[config.mk]
export PLATFORM = sky130hd
export DESIGN_NAME = sha256_round_engine_flat
export DESIGN_NICKNAME = d
export VERILOG_FILES = /design/src/rtl/sha256_round_engine_pkg.sv /design/src/rtl/sha256_round_engine_if.sv /design/src/rtl/sha256_round_step.sv /design/src/rtl/sha256_round_engine.sv /design/src/flat_wrapper.sv
export SDC_FILE = /design/constraint.sdc
export NUM_CORES = 2
export LEC_CHECK = 0
export ABC_CLOCK_PERIOD_IN_PS = 10700
export BUFFER_PORTS_ARGS = -buffer_cell sky130_fd_sc_hd__buf_2
export CELL_PAD_IN_SITES_DETAIL_PLACEMENT = 0
export CELL_PAD_IN_SITES_GLOBAL_PLACEMENT = 1
export CORE_ASPECT_RATIO = 0.75
export CORE_MARGIN = 2
export CORE_UTILIZATION = 45
export CTS_CLUSTER_DIAMETER = 50
export CTS_CLUSTER_SIZE = 14
export DETAILED_ROUTE_END_ITERATION = 10
export PLACE_DENSITY_LB_ADDON = 0.25
export SETUP_SLACK_MARGIN = 0.02
export SLEW_MARGIN = 40
export SYNTH_ARGS = -nofsm -noshare
export SYNTH_HDL_FRONTEND = slang
export SYNTH_SLANG_ARGS = --single-unit
[constraint.sdc]
create_clock -name clock -period 10.7 [get_ports clock]
set_clock_uncertainty 0.1 [all_clocks]
set_input_delay 1.07 -clock clock [delete_from_list [all_inputs] [get_ports clock]]
set_output_delay 1.07 -clock clock [all_outputs]
set_load 0.05 [all_outputs]
[src/rtl/sha256_round_engine_pkg.sv]
// Shared SHA-256 constants, working-variable type, FSM states and the round/schedule
// boolean functions used by the round engine and the W-expansion block.
package sha256_pkg;

   typedef enum logic [1:0] {
      IDLE  = 2'd0,
      ROUND = 2'd1,
      FINAL = 2'd2
   } state_t;

   // Working variables; packing order matches {H0..H7}, so a sits in [255:224].
   typedef struct packed {
      logic [31:0] a;
      logic [31:0] b;
      logic [31:0] c;
      logic [31:0] d;
      logic [31:0] e;
      logic [31:0] f;
      logic [31:0] g;
      logic [31:0] h;
   } work_t;

   localparam logic [255:0] IV = {
      32'h6a09e667, 32'hbb67ae85, 32'h3c6ef372, 32'ha54ff53a,
      32'h510e527f, 32'h9b05688c, 32'h1f83d9ab, 32'h5be0cd19
   };

   localparam logic [31:0] K [64] = '{
      32'h428a2f98, 32'h71374491, 32'hb5c0fbcf, 32'he9b5dba5, 32'h3956c25b, 32'h59f111f1, 32'h923f82a4, 32'hab1c5ed5,
      32'hd807aa98, 32'h12835b01, 32'h243185be, 32'h550c7dc3, 32'h72be5d74, 32'h80deb1fe, 32'h9bdc06a7, 32'hc19bf174,
      32'he49b69c1, 32'hefbe4786, 32'h0fc19dc6, 32'h240ca1cc, 32'h2de92c6f, 32'h4a7484aa, 32'h5cb0a9dc, 32'h76f988da,
      32'h983e5152, 32'ha831c66d, 32'hb00327c8, 32'hbf597fc7, 32'hc6e00bf3, 32'hd5a79147, 32'h06ca6351, 32'h14292967,
      32'h27b70a85, 32'h2e1b2138, 32'h4d2c6dfc, 32'h53380d13, 32'h650a7354, 32'h766a0abb, 32'h81c2c92e, 32'h92722c85,
      32'ha2bfe8a1, 32'ha81a664b, 32'hc24b8b70, 32'hc76c51a3, 32'hd192e819, 32'hd6990624, 32'hf40e3585, 32'h106aa070,
      32'h19a4c116, 32'h1e376c08, 32'h2748774c, 32'h34b0bcb5, 32'h391c0cb3, 32'h4ed8aa4a, 32'h5b9cca4f, 32'h682e6ff3,
      32'h748f82ee, 32'h78a5636f, 32'h84c87814, 32'h8cc70208, 32'h90befffa, 32'ha4506ceb, 32'hbef9a3f7, 32'hc67178f2
   };

   function automatic logic [31:0] rotr(input logic [31:0] x, input int n);
      return (x >> n) | (x << (32 - n));
   endfunction

   function automatic logic [31:0] big_sigma0(input logic [31:0] x);
      return rotr(x, 2) ^ rotr(x, 13) ^ rotr(x, 22);
   endfunction

   function automatic logic [31:0] big_sigma1(input logic [31:0] x);
      return rotr(x, 6) ^ rotr(x, 11) ^ rotr(x, 25);
   endfunction

   function automatic logic [31:0] small_sigma0(input logic [31:0] x);
      return rotr(x, 7) ^ rotr(x, 18) ^ (x >> 3);
   endfunction

   function automatic logic [31:0] small_sigma1(input logic [31:0] x);
      return rotr(x, 17) ^ rotr(x, 19) ^ (x >> 10);
   endfunction

   function automatic logic [31:0] ch(input logic [31:0] e, input logic [31:0] f, input logic [31:0] g);
      return (e & f) ^ (~e & g);
   endfunction

   function automatic logic [31:0] maj(input logic [31:0] a, input logic [31:0] b, input logic [31:0] c);
      return (a & b) ^ (a & c) ^ (b & c);
   endfunction

endpackage

[src/rtl/sha256_round_engine_if.sv]
// Control, chaining-value and schedule-stream bundle between a block driver and the round engine.
interface sha256_round_engine_if #(
   parameter int W_LENGTH = 64
);
   localparam int IW = (W_LENGTH > 1) ? $clog2(W_LENGTH) : 1;

   logic          start;
   logic          first_block;
   logic [255:0]  hash_in;
   logic [31:0]   w_word;
   logic          w_valid;
   logic          w_ready;
   logic [IW-1:0] w_index;
   logic          busy;
   logic          done;
   logic [255:0]  digest;

   modport master (
      output start, first_block, hash_in, w_word, w_valid,
      input  w_ready, w_index, busy, done, digest
   );

   modport slave (
      input  start, first_block, hash_in, w_word, w_valid,
      output w_ready, w_index, busy, done, digest
   );
endinterface

[src/rtl/sha256_round_step.sv]
// One SHA-256 compression round, purely combinational: current a..h, K[t], W[t] -> next a..h.
module sha256_round_step
   import sha256_pkg::*;
(
   input  work_t       cur,
   input  logic [31:0] k,
   input  logic [31:0] w,
   output work_t       nxt
);
   logic [31:0] t1;
   logic [31:0] t2;

   always_comb begin
      t1 = cur.h + big_sigma1(cur.e) + ch(cur.e, cur.f, cur.g) + k + w;
      t2 = big_sigma0(cur.a) + maj(cur.a, cur.b, cur.c);
      nxt.h = cur.g;
      nxt.g = cur.f;
      nxt.f = cur.e;
      nxt.e = cur.d + t1;
      nxt.d = cur.c;
      nxt.c = cur.b;
      nxt.b = cur.a;
      nxt.a = t1 + t2;
   end
endmodule

[src/rtl/sha256_round_engine.sv]
// SHA-256 block engine: consumes W[t] over a ready/valid stream, one round per accepted word,
// then folds the working variables into the chaining value and pulses done with the digest.
module sha256_round_engine
   import sha256_pkg::*;
#(
   parameter int W_LENGTH = 64
) (
   input logic                  clock,
   input logic                  reset,
   sha256_round_engine_if.slave bus
);
   localparam int IW = (W_LENGTH > 1) ? $clog2(W_LENGTH) : 1;

   state_t        state_reg;
   logic [IW-1:0] t_reg;
   logic [255:0]  h_reg;
   work_t         work_reg;
   work_t         work_next;
   logic          done_reg;
   logic [255:0]  digest_reg;
   logic [255:0]  final_sum;

   sha256_round_step u_step (
      .cur (work_reg),
      .k   (K[t_reg]),
      .w   (bus.w_word),
      .nxt (work_next)
   );

   // Per-word mod 2^32 feed-forward of the working variables into H.
   for (genvar gi = 0; gi < 8; gi++) begin : g_final_add
      assign final_sum[gi*32 +: 32] = h_reg[gi*32 +: 32] + work_reg[gi*32 +: 32];
   end

   always_ff @(posedge clock) begin
      if (reset) begin
         state_reg  <= IDLE;
         t_reg      <= '0;
         h_reg      <= '0;
         work_reg   <= '0;
         done_reg   <= 1'b0;
         digest_reg <= '0;
      end else begin
         done_reg <= 1'b0;
         case (state_reg)
            IDLE: begin
               if (bus.start) begin
                  h_reg     <= bus.first_block ? IV : bus.hash_in;
                  work_reg  <= bus.first_block ? IV : bus.hash_in;
                  t_reg     <= '0;
                  state_reg <= ROUND;
               end
            end
            ROUND: begin
               if (bus.w_valid) begin
                  work_reg <= work_next;
                  if (t_reg == IW'(W_LENGTH - 1)) begin
                     t_reg     <= '0;
                     state_reg <= FINAL;
                  end else begin
                     t_reg <= t_reg + IW'(1);
                  end
               end
            end
            FINAL: begin
               digest_reg <= final_sum;
               done_reg   <= 1'b1;
               state_reg  <= IDLE;
            end
            default: state_reg <= IDLE;
         endcase
      end
   end

   assign bus.w_ready = (state_reg == ROUND);
   assign bus.w_index = t_reg;
   assign bus.busy    = (state_reg != IDLE);
   assign bus.done    = done_reg;
   assign bus.digest  = digest_reg;
endmodule

[src/flat_wrapper.sv]
// flat-port wrapper written by rule: the top's interface ports become plain ports
module sha256_round_engine_flat import sha256_pkg::*;
#(
   parameter int W_LENGTH = 64
)
  (clock, reset, bus_start, bus_first_block, bus_hash_in, bus_w_word, bus_w_valid, bus_w_ready, bus_w_index, bus_busy, bus_done, bus_digest);
  sha256_round_engine_if #(.W_LENGTH(W_LENGTH)) bus_i ();
  input logic clock;
  input logic reset;
  input wire logic [$bits(bus_i.start)-1:0] bus_start;
  input wire logic [$bits(bus_i.first_block)-1:0] bus_first_block;
  input wire logic [$bits(bus_i.hash_in)-1:0] bus_hash_in;
  input wire logic [$bits(bus_i.w_word)-1:0] bus_w_word;
  input wire logic [$bits(bus_i.w_valid)-1:0] bus_w_valid;
  output wire logic [$bits(bus_i.w_ready)-1:0] bus_w_ready;
  output wire logic [$bits(bus_i.w_index)-1:0] bus_w_index;
  output wire logic [$bits(bus_i.busy)-1:0] bus_busy;
  output wire logic [$bits(bus_i.done)-1:0] bus_done;
  output wire logic [$bits(bus_i.digest)-1:0] bus_digest;
  assign bus_i.start = bus_start;
  assign bus_i.first_block = bus_first_block;
  assign bus_i.hash_in = bus_hash_in;
  assign bus_i.w_word = bus_w_word;
  assign bus_i.w_valid = bus_w_valid;
  assign bus_w_ready = bus_i.w_ready;
  assign bus_w_index = bus_i.w_index;
  assign bus_busy = bus_i.busy;
  assign bus_done = bus_i.done;
  assign bus_digest = bus_i.digest;
  sha256_round_engine #(.W_LENGTH(W_LENGTH)) u_core (.clock(clock), .reset(reset), .bus(bus_i));
endmodule
# Word-level counts from Yosys, hierarchy flattened
# Memories as Yosys holds them, arrays and structs flattened.
# Cells that the tools add are included.
# word_totals
rom_bits	2048
wordCells	78
mem_count	1
ff_bits	777
out_inout_bits	265
in_bits	293
# classes
n_bitwise	20
n_addsub	16
order_cmp	1
muxes	15
n_reduce_logical	6
n_eq_ne	6
# mem_list
name	words	word_bits	rd	rd_ports_with_merged_regs	write_ports	line_no	source
(name not given)	64	32	1	0	0	sha256_round_engine.sv:25	.k (K[t_reg]),
# op_table
op	count
256-bit two-way mux	3
256-bit one-hot mux with 2 select lines	1
32-bit adder	15
32-bit XOR	7
32-bit AND	5
32-bit two-way mux	2
32-bit NOT	1
10-bit by 32-bit bitwise OR with 32-bit output	1
19-bit by 32-bit bitwise OR with 32-bit output	1
21-bit by 32-bit bitwise OR with 32-bit output	1
26-bit by 32-bit bitwise OR with 32-bit output	1
30-bit by 32-bit bitwise OR with 32-bit output	1
7-bit by 32-bit bitwise OR with 32-bit output	1
6-bit two-way mux	3
6-bit one-hot mux with 2 select lines	1
7-bit >= comparator (second input constant)	1
6-bit NOT with 7-bit output	1
6-bit by 1-bit adder with 6-bit output (second input constant)	1
6-bit == test (second input constant)	1
2-bit two-way mux	3
3-bit AND reduction	2
2-bit inequality test (second input constant)	2
2-bit one-hot mux with 2 select lines	1
2-bit nonzero test	2
other kinds (6)	6

# Logic depth before layout (Yosys ltp)
# depth
word_depth	10
depth_mapped	43
ltp_nobuf	40

# Cells and area by module
# Synthesis repeated with hierarchy kept, for this count alone.
# hier_totals
hier_cells	7281
area_unflattened_um2	56431.6
# modules_own_cells
mod	cells_per_inst	area_per_inst_um2	instances	seq_area_each_um2
sha256_round_engine	5905	45342.2	1	15554.9
sha256_round_step	1376	11089.4	1	0.0

# Least setup slack after synthesis
# No wires, ideal clock.
# synth_timing
path_kind	register to register
from	reg u_core.t_reg[1], in the netlist u_core.bus.w_index[1]
to	reg u_core.work_reg[255] (netlist name)
period_less_slack_ns	8.980
setup_ns	0.130
required_time_ns	10.470
path_stages_with_launch	41
setup_slack_ns	1.720
n_path_buf	2
arrival_ns	8.750
path_cell_list	dfxtp_1 clkbuf_1 inv_1 ha_1 clkbuf_1 nand2b_1 a31oi_1 a221oi_1 a21oi_1 fa_1 inv_1 fa_1 fa_1 inv_1 ha_1 o21a_1 o21ai_0 a2111oi_0 [... 5 more ...] a21o_1 a21oi_1 xnor2_1 inv_1 fa_1 inv_1 ha_1 a21o_1 a21o_1 a21o_1 or3_1 a21oi_1 o31ai_1 a21o_1 a21oi_1 xnor2_1 xnor2_1 o22ai_1
# synth_via
elab_chain_cells	9
# synth_rtl
item	line_no	source
start, declared	sha256_round_engine.sv:15	logic [IW-1:0] t_reg;
start signal, assigned	sha256_round_engine.sv:61	t_reg <= t_reg + IW'(1);
6-bit NOT with 7-bit output (not written as such)	sha256_round_engine.sv:25	
memory 64 x 32 bit	-	
32-bit two-way mux (not written as such) (2 in series)	sha256_round_engine.sv:25	
32-bit adder (2 in series)	sha256_round_step.sv:14	t1 = cur.h + big_sigma1(cur.e) + ch(cur.e, cur.f, cur.g) + k + w;
32-bit adder	sha256_round_step.sv:23	nxt.a = t1 + t2;
256-bit two-way mux	sha256_round_engine.sv:55	if (bus.w_valid) begin
256-bit one-hot mux with 2 select lines	sha256_round_engine.sv:45	case (state_reg)
end signal, assigned	sha256_round_engine.sv:49	work_reg <= bus.first_block ? IV : bus.hash_in;
end signal, assigned	sha256_round_engine.sv:56	work_reg <= work_next;
end, declared	sha256_round_engine.sv:17	work_t work_reg;
# No other way between the ends. The select of a mux whose other input is x is not followed.
# A chain may end at the register's enable or synchronous reset.

# Worst setup path in the final report
# layout_timing
from	reg u_core.t_reg[1], in the netlist u_core.bus.w_index[1]
to	reg u_core.work_reg[253] (netlist name)
# The elaborated chain is that of the path after synthesis.

==> flow_summary.rst <==
.. list-table::
   :header-rows: 1

   * - Metric
     - Value
   * - Via density
     - approximately 6
   * - Kind of cell with the highest combined delay on the critical path
     - compound AO/OA/AOI/OAI gates
   * - I/O pin cnt
     - 558
   * - Net Count, Synth
     - ~7700
   * - Tightest Hold Check Type
     - flip-flop to flip-flop
   * - Max-capacitance violation count
     - 0
   * - Reg-to-reg slack, setup
     - between 0.9 and 1 ns
   * - Flip-flop and latch count after synthesis
     - just under 800
   * - Clock sinks
     - between 700 and 800
   * - Number of pins exceeding their max-slew limit in the final report
     - 0
   * - Routability congestion estimate
     - between 0.9 and 1
   * - CTS HTree Levels
     - 3
   * - Fillcell total
     - about 12000
   * - Root cell of the clock tree
     - sky130_fd_sc_hd__clkbuf_16
   * - Post-layout net count
     - around 8000
   * - Post-route fraction of the period consumed by the critical path
     - 91.32%
   * - Logic depth of the worst path, buffers included
     - 39
   * - Mean cell area of the mapped netlist
     - a little under 8 um^2
   * - DRC viols
     - 0
   * - Number of stages on the worst hold path
     - 2
   * - Cells resized by post-CTS repair
     - 0
   * - Mapped cell area
     - between 50000 and 60000 um^2
   * - Fraction of final layout cells with drive strength greater than 1
     - 12.88%
   * - Die outline height
     - between 300 and 400 um
   * - RSZ-0062 raised after global routing
     - false
   * - Clock Tree Buf Depth
     - 3
   * - Final hold vios
     - 0
   * - Post-CTS setup buffers
     - 0
   * - Initial Utilization
     - approximately 46%
   * - Largest fanout on the critical path
     - 16
   * - Worst min-delay path startpoint
     - u_core.bus.digest[48]
   * - Rel. slew slack
     - roughly 29%
   * - Cells after synthesis
     - approximately 6900
   * - Reg-to-reg startpoint
     - u_core.bus.w_index[1]
   * - Number of synthesized flops with an enable pin
     - 0
   * - Outcome
     - finished clean
   * - Total wire length after detailed routing
     - 241300 um
   * - CP required
     - ~11 ns
   * - Number of placement rows
     - approximately 110
   * - Worst hold slack after final layout
     - 0.3468 ns
   * - Clock transition at the registers of the reported paths
     - about 0.07 ns
   * - CTS tree
     - done
   * - Critical Path Sink Type
     - flip-flop
   * - Worst skew pair latency
     - between 0.7 and 0.8 ns
   * - Area growth, synth to finish
     - 13.81%
   * - Number of buffers inserted during clock tree synthesis
     - just under 100
   * - Pin count of the biggest net entering global routing
     - 173
   * - Overall overflow remaining after global route
     - 0
   * - Count of routing violations after the opening detailed-route iteration
     - ~6600
   * - Number of distinct library cell variants in the gate-level netlist after synthesis
     - 97
   * - Wire length of the first global-routing pass
     - 342700 um
   * - Placeable core region
     - between 100000 and 150000 um^2
   * - Critical path buffer and inverter count
     - 6
   * - Share of async-settable or async-resettable flops after synthesis
     - 0%
   * - Nature of the critical path startpoint
     - flip-flop
   * - Routed wirelength normalized by instance count
     - 27.31 um
   * - Classification of the worst setup path
     - flip-flop to flip-flop
   * - Final Instance Count excl. Fillers
     - roughly 8800
   * - Sequential area share after synthesis
     - between 20% and 30%
   * - CP max stage delay
     - slightly above 0.8 ns
   * - Number of antenna violations at the first check in global routing
     - 19
   * - Post-route minimum period
     - ~10 ns
   * - # placed instances
     - just under 9000
   * - Half-perimeter wire length after placement
     - 183200 um
   * - Detailed Routing Iterations Pass 1
     - 6
   * - Antenna-violating nets left
     - 0
   * - Vias
     - approximately 54000
   * - Count of buffers inserted at the top-level ports
     - around 560
   * - Setup TNS
     - 0 ns
   * - Die Area
     - around 120000 um^2
   * - Width of the die
     - 403.3 um
   * - Count of endpoints failing setup in the final report
     - 0
   * - Most numerous cell on the critical path
     - sky130_fd_sc_hd__a21oi_1
   * - Endpoint of the worst hold path
     - u_core.bus.digest[48]
   * - Crit Reg-Reg Endpoint
     - u_core.work_reg[253]
   * - Slew at the pin with the worst max-slew slack
     - between 1 and 1.5 ns
   * - Max stage delay cell, worst path
     - sky130_fd_sc_hd__ha_1
   * - Hold bufs inserted after CTS
     - 0
   * - Final Util
     - 51.80%
   * - Highest clock frequency the design can meet
     - 102.3 MHz
   * - Cell depth of the worst flop-to-flop path
     - 39
   * - Post-synth top flop
     - sky130_fd_sc_hd__dfxtp_1
   * - Syn. warnings
     - 0
   * - Via count of the first global-routing pass
     - 48570
   * - Aggregate global-route resource usage
     - a little under two fifths
   * - Arrival time of the worst setup path
     - 10.27 ns
==> synthesized netlist by cell type, types with 25 or more instances <==
master,count,share of area [%]
sky130_fd_sc_hd__nand2_1,896,6.2
sky130_fd_sc_hd__and3_1,29,0.34
sky130_fd_sc_hd__a211oi_1,329,4.6
sky130_fd_sc_hd__buf_1,31,0.22
sky130_fd_sc_hd__mux2i_1,25,0.47
sky130_fd_sc_hd__o21a_1,48,0.67
sky130_fd_sc_hd__xnor2_1,248,4.0
sky130_fd_sc_hd__xor2_1,168,2.7
sky130_fd_sc_hd__clkbuf_1,453,3.2
sky130_fd_sc_hd__inv_1,327,2.3
sky130_fd_sc_hd__nand2b_1,73,0.85
sky130_fd_sc_hd__a21oi_1,696,6.5
sky130_fd_sc_hd__nand3b_1,115,1.6
sky130_fd_sc_hd__a21o_1,150,2.1
sky130_fd_sc_hd__ha_1,362,8.4
sky130_fd_sc_hd__o211ai_1,141,2.0
sky130_fd_sc_hd__dfxtp_1,777,29
sky130_fd_sc_hd__or3_1,46,0.53
sky130_fd_sc_hd__a31oi_1,45,0.52
sky130_fd_sc_hd__nor3_1,245,2.3
sky130_fd_sc_hd__nor2b_1,52,0.60
sky130_fd_sc_hd__nand3_1,82,0.76
sky130_fd_sc_hd__fa_1,133,4.9
sky130_fd_sc_hd__nor3b_1,117,1.6
sky130_fd_sc_hd__o21bai_1,35,0.49
sky130_fd_sc_hd__o21ai_0,312,2.9
sky130_fd_sc_hd__nor2_1,649,4.5
==> routing by layer <==
metal | vias to the layer above | share of wire (%) | track usage (%)
li1 | 24810 | - | -
met1 | 26220 | 47 | 58.05
met2 | 2501 | 40 | 52.35
met3 | 309 | 11 | 9.885
met4 | 14 | 2.3 | 8.534
met5 | - | 0.038 | 0
==> metrics by stage <==
stage	instance area, um^2	worst slack [ns]
floorplan	53810	1.720
global placement	57620	1.238
detailed placement	57680	1.181
CTS	61150	1.106
global route	61240	0.4504
finish	61250	0.9285
==> cell families (layout without fill, tap and decap cells) <==
logic type | Yosys count | count (layout) | synth area share, %
other cells | 0 | 4 | 0
compound gates | 1973 | 1973 | 23.32
xor+xnor | 418 | 418 | 6.845
flops | 777 | 777 | 28.90
fa+ha+maj | 498 | 498 | 13.42
mux | 55 | 55 | 1.281
simple gates | 2388 | 2388 | 20.50
buf+inv | 819 | 1167 | 5.724
==> area by class of cell <==
cell class / instances / area, um^2 / share of cell area (%)
Antenna cell: 4 / 10.01 / 0.01634
Clock buffer: 113 / 2611 / 4.263
Clock inverter: 69 / 855.8 / 1.397
Inverter: 330 / 1246 / 2.035
Multi-Input combinational cell: 5332 / 35270 / 57.58
Sequential cell: 777 / 15560 / 25.41
Tap cell: 1554 / 1944 / 3.175
Timing Repair Buffer: 655 / 3747 / 6.118
==> placed cells by master, fill, tap and decap left out, types with 245 or more instances in the layout <==
cell type | synthesis | routed
sky130_fd_sc_hd__nor2_1 | 649 | 644
sky130_fd_sc_hd__inv_1 | 327 | 326
sky130_fd_sc_hd__nand2_1 | 896 | 895
sky130_fd_sc_hd__ha_1 | 362 | 362
sky130_fd_sc_hd__dfxtp_1 | 777 | 773
sky130_fd_sc_hd__buf_2 | 5 | 555
sky130_fd_sc_hd__nor3_1 | 245 | 245
sky130_fd_sc_hd__xnor2_1 | 248 | 247
sky130_fd_sc_hd__a21oi_1 | 696 | 696
sky130_fd_sc_hd__a211oi_1 | 329 | 329
sky130_fd_sc_hd__o21ai_0 | 312 | 310
==> worst reg2reg max path: cells and delay by family, from the launching register on <==
kind | cells | cell delay [ns]
AOI/OAI and AO/OA | 19 | 3.87
adders and majority gates | 7 | 3.39
and+or+nand+nor | 5 | 1.11
buffers and inverters | 6 | 0.47
xor gates and xnor gates | 2 | 0.39
DFF | 1 | 0.32
==> how the worst max path moves through the flow <==
| stage | start | endpoint | slack (ns) |
|---|---|---|---|
| floorplan | u_core.bus.w_index[1] | u_core.work_reg[255] | 1.72 |
| global route | u_core.bus.w_index[1] | u_core.work_reg[253] | 0.45 |
| global placement | u_core.bus.w_index[1] | u_core.work_reg[255] | 1.24 |
| CTS | u_core.bus.w_index[1] | u_core.work_reg[253] | 1.11 |
| finish | u_core.bus.w_index[1] | u_core.work_reg[253] | 0.93 |
| detailed placement | u_core.bus.w_index[1] | u_core.work_reg[253] | 1.18 |
Power is not shown: default switching activity piles up to over one toggle a cycle in this logic, so the estimate is an artifact.
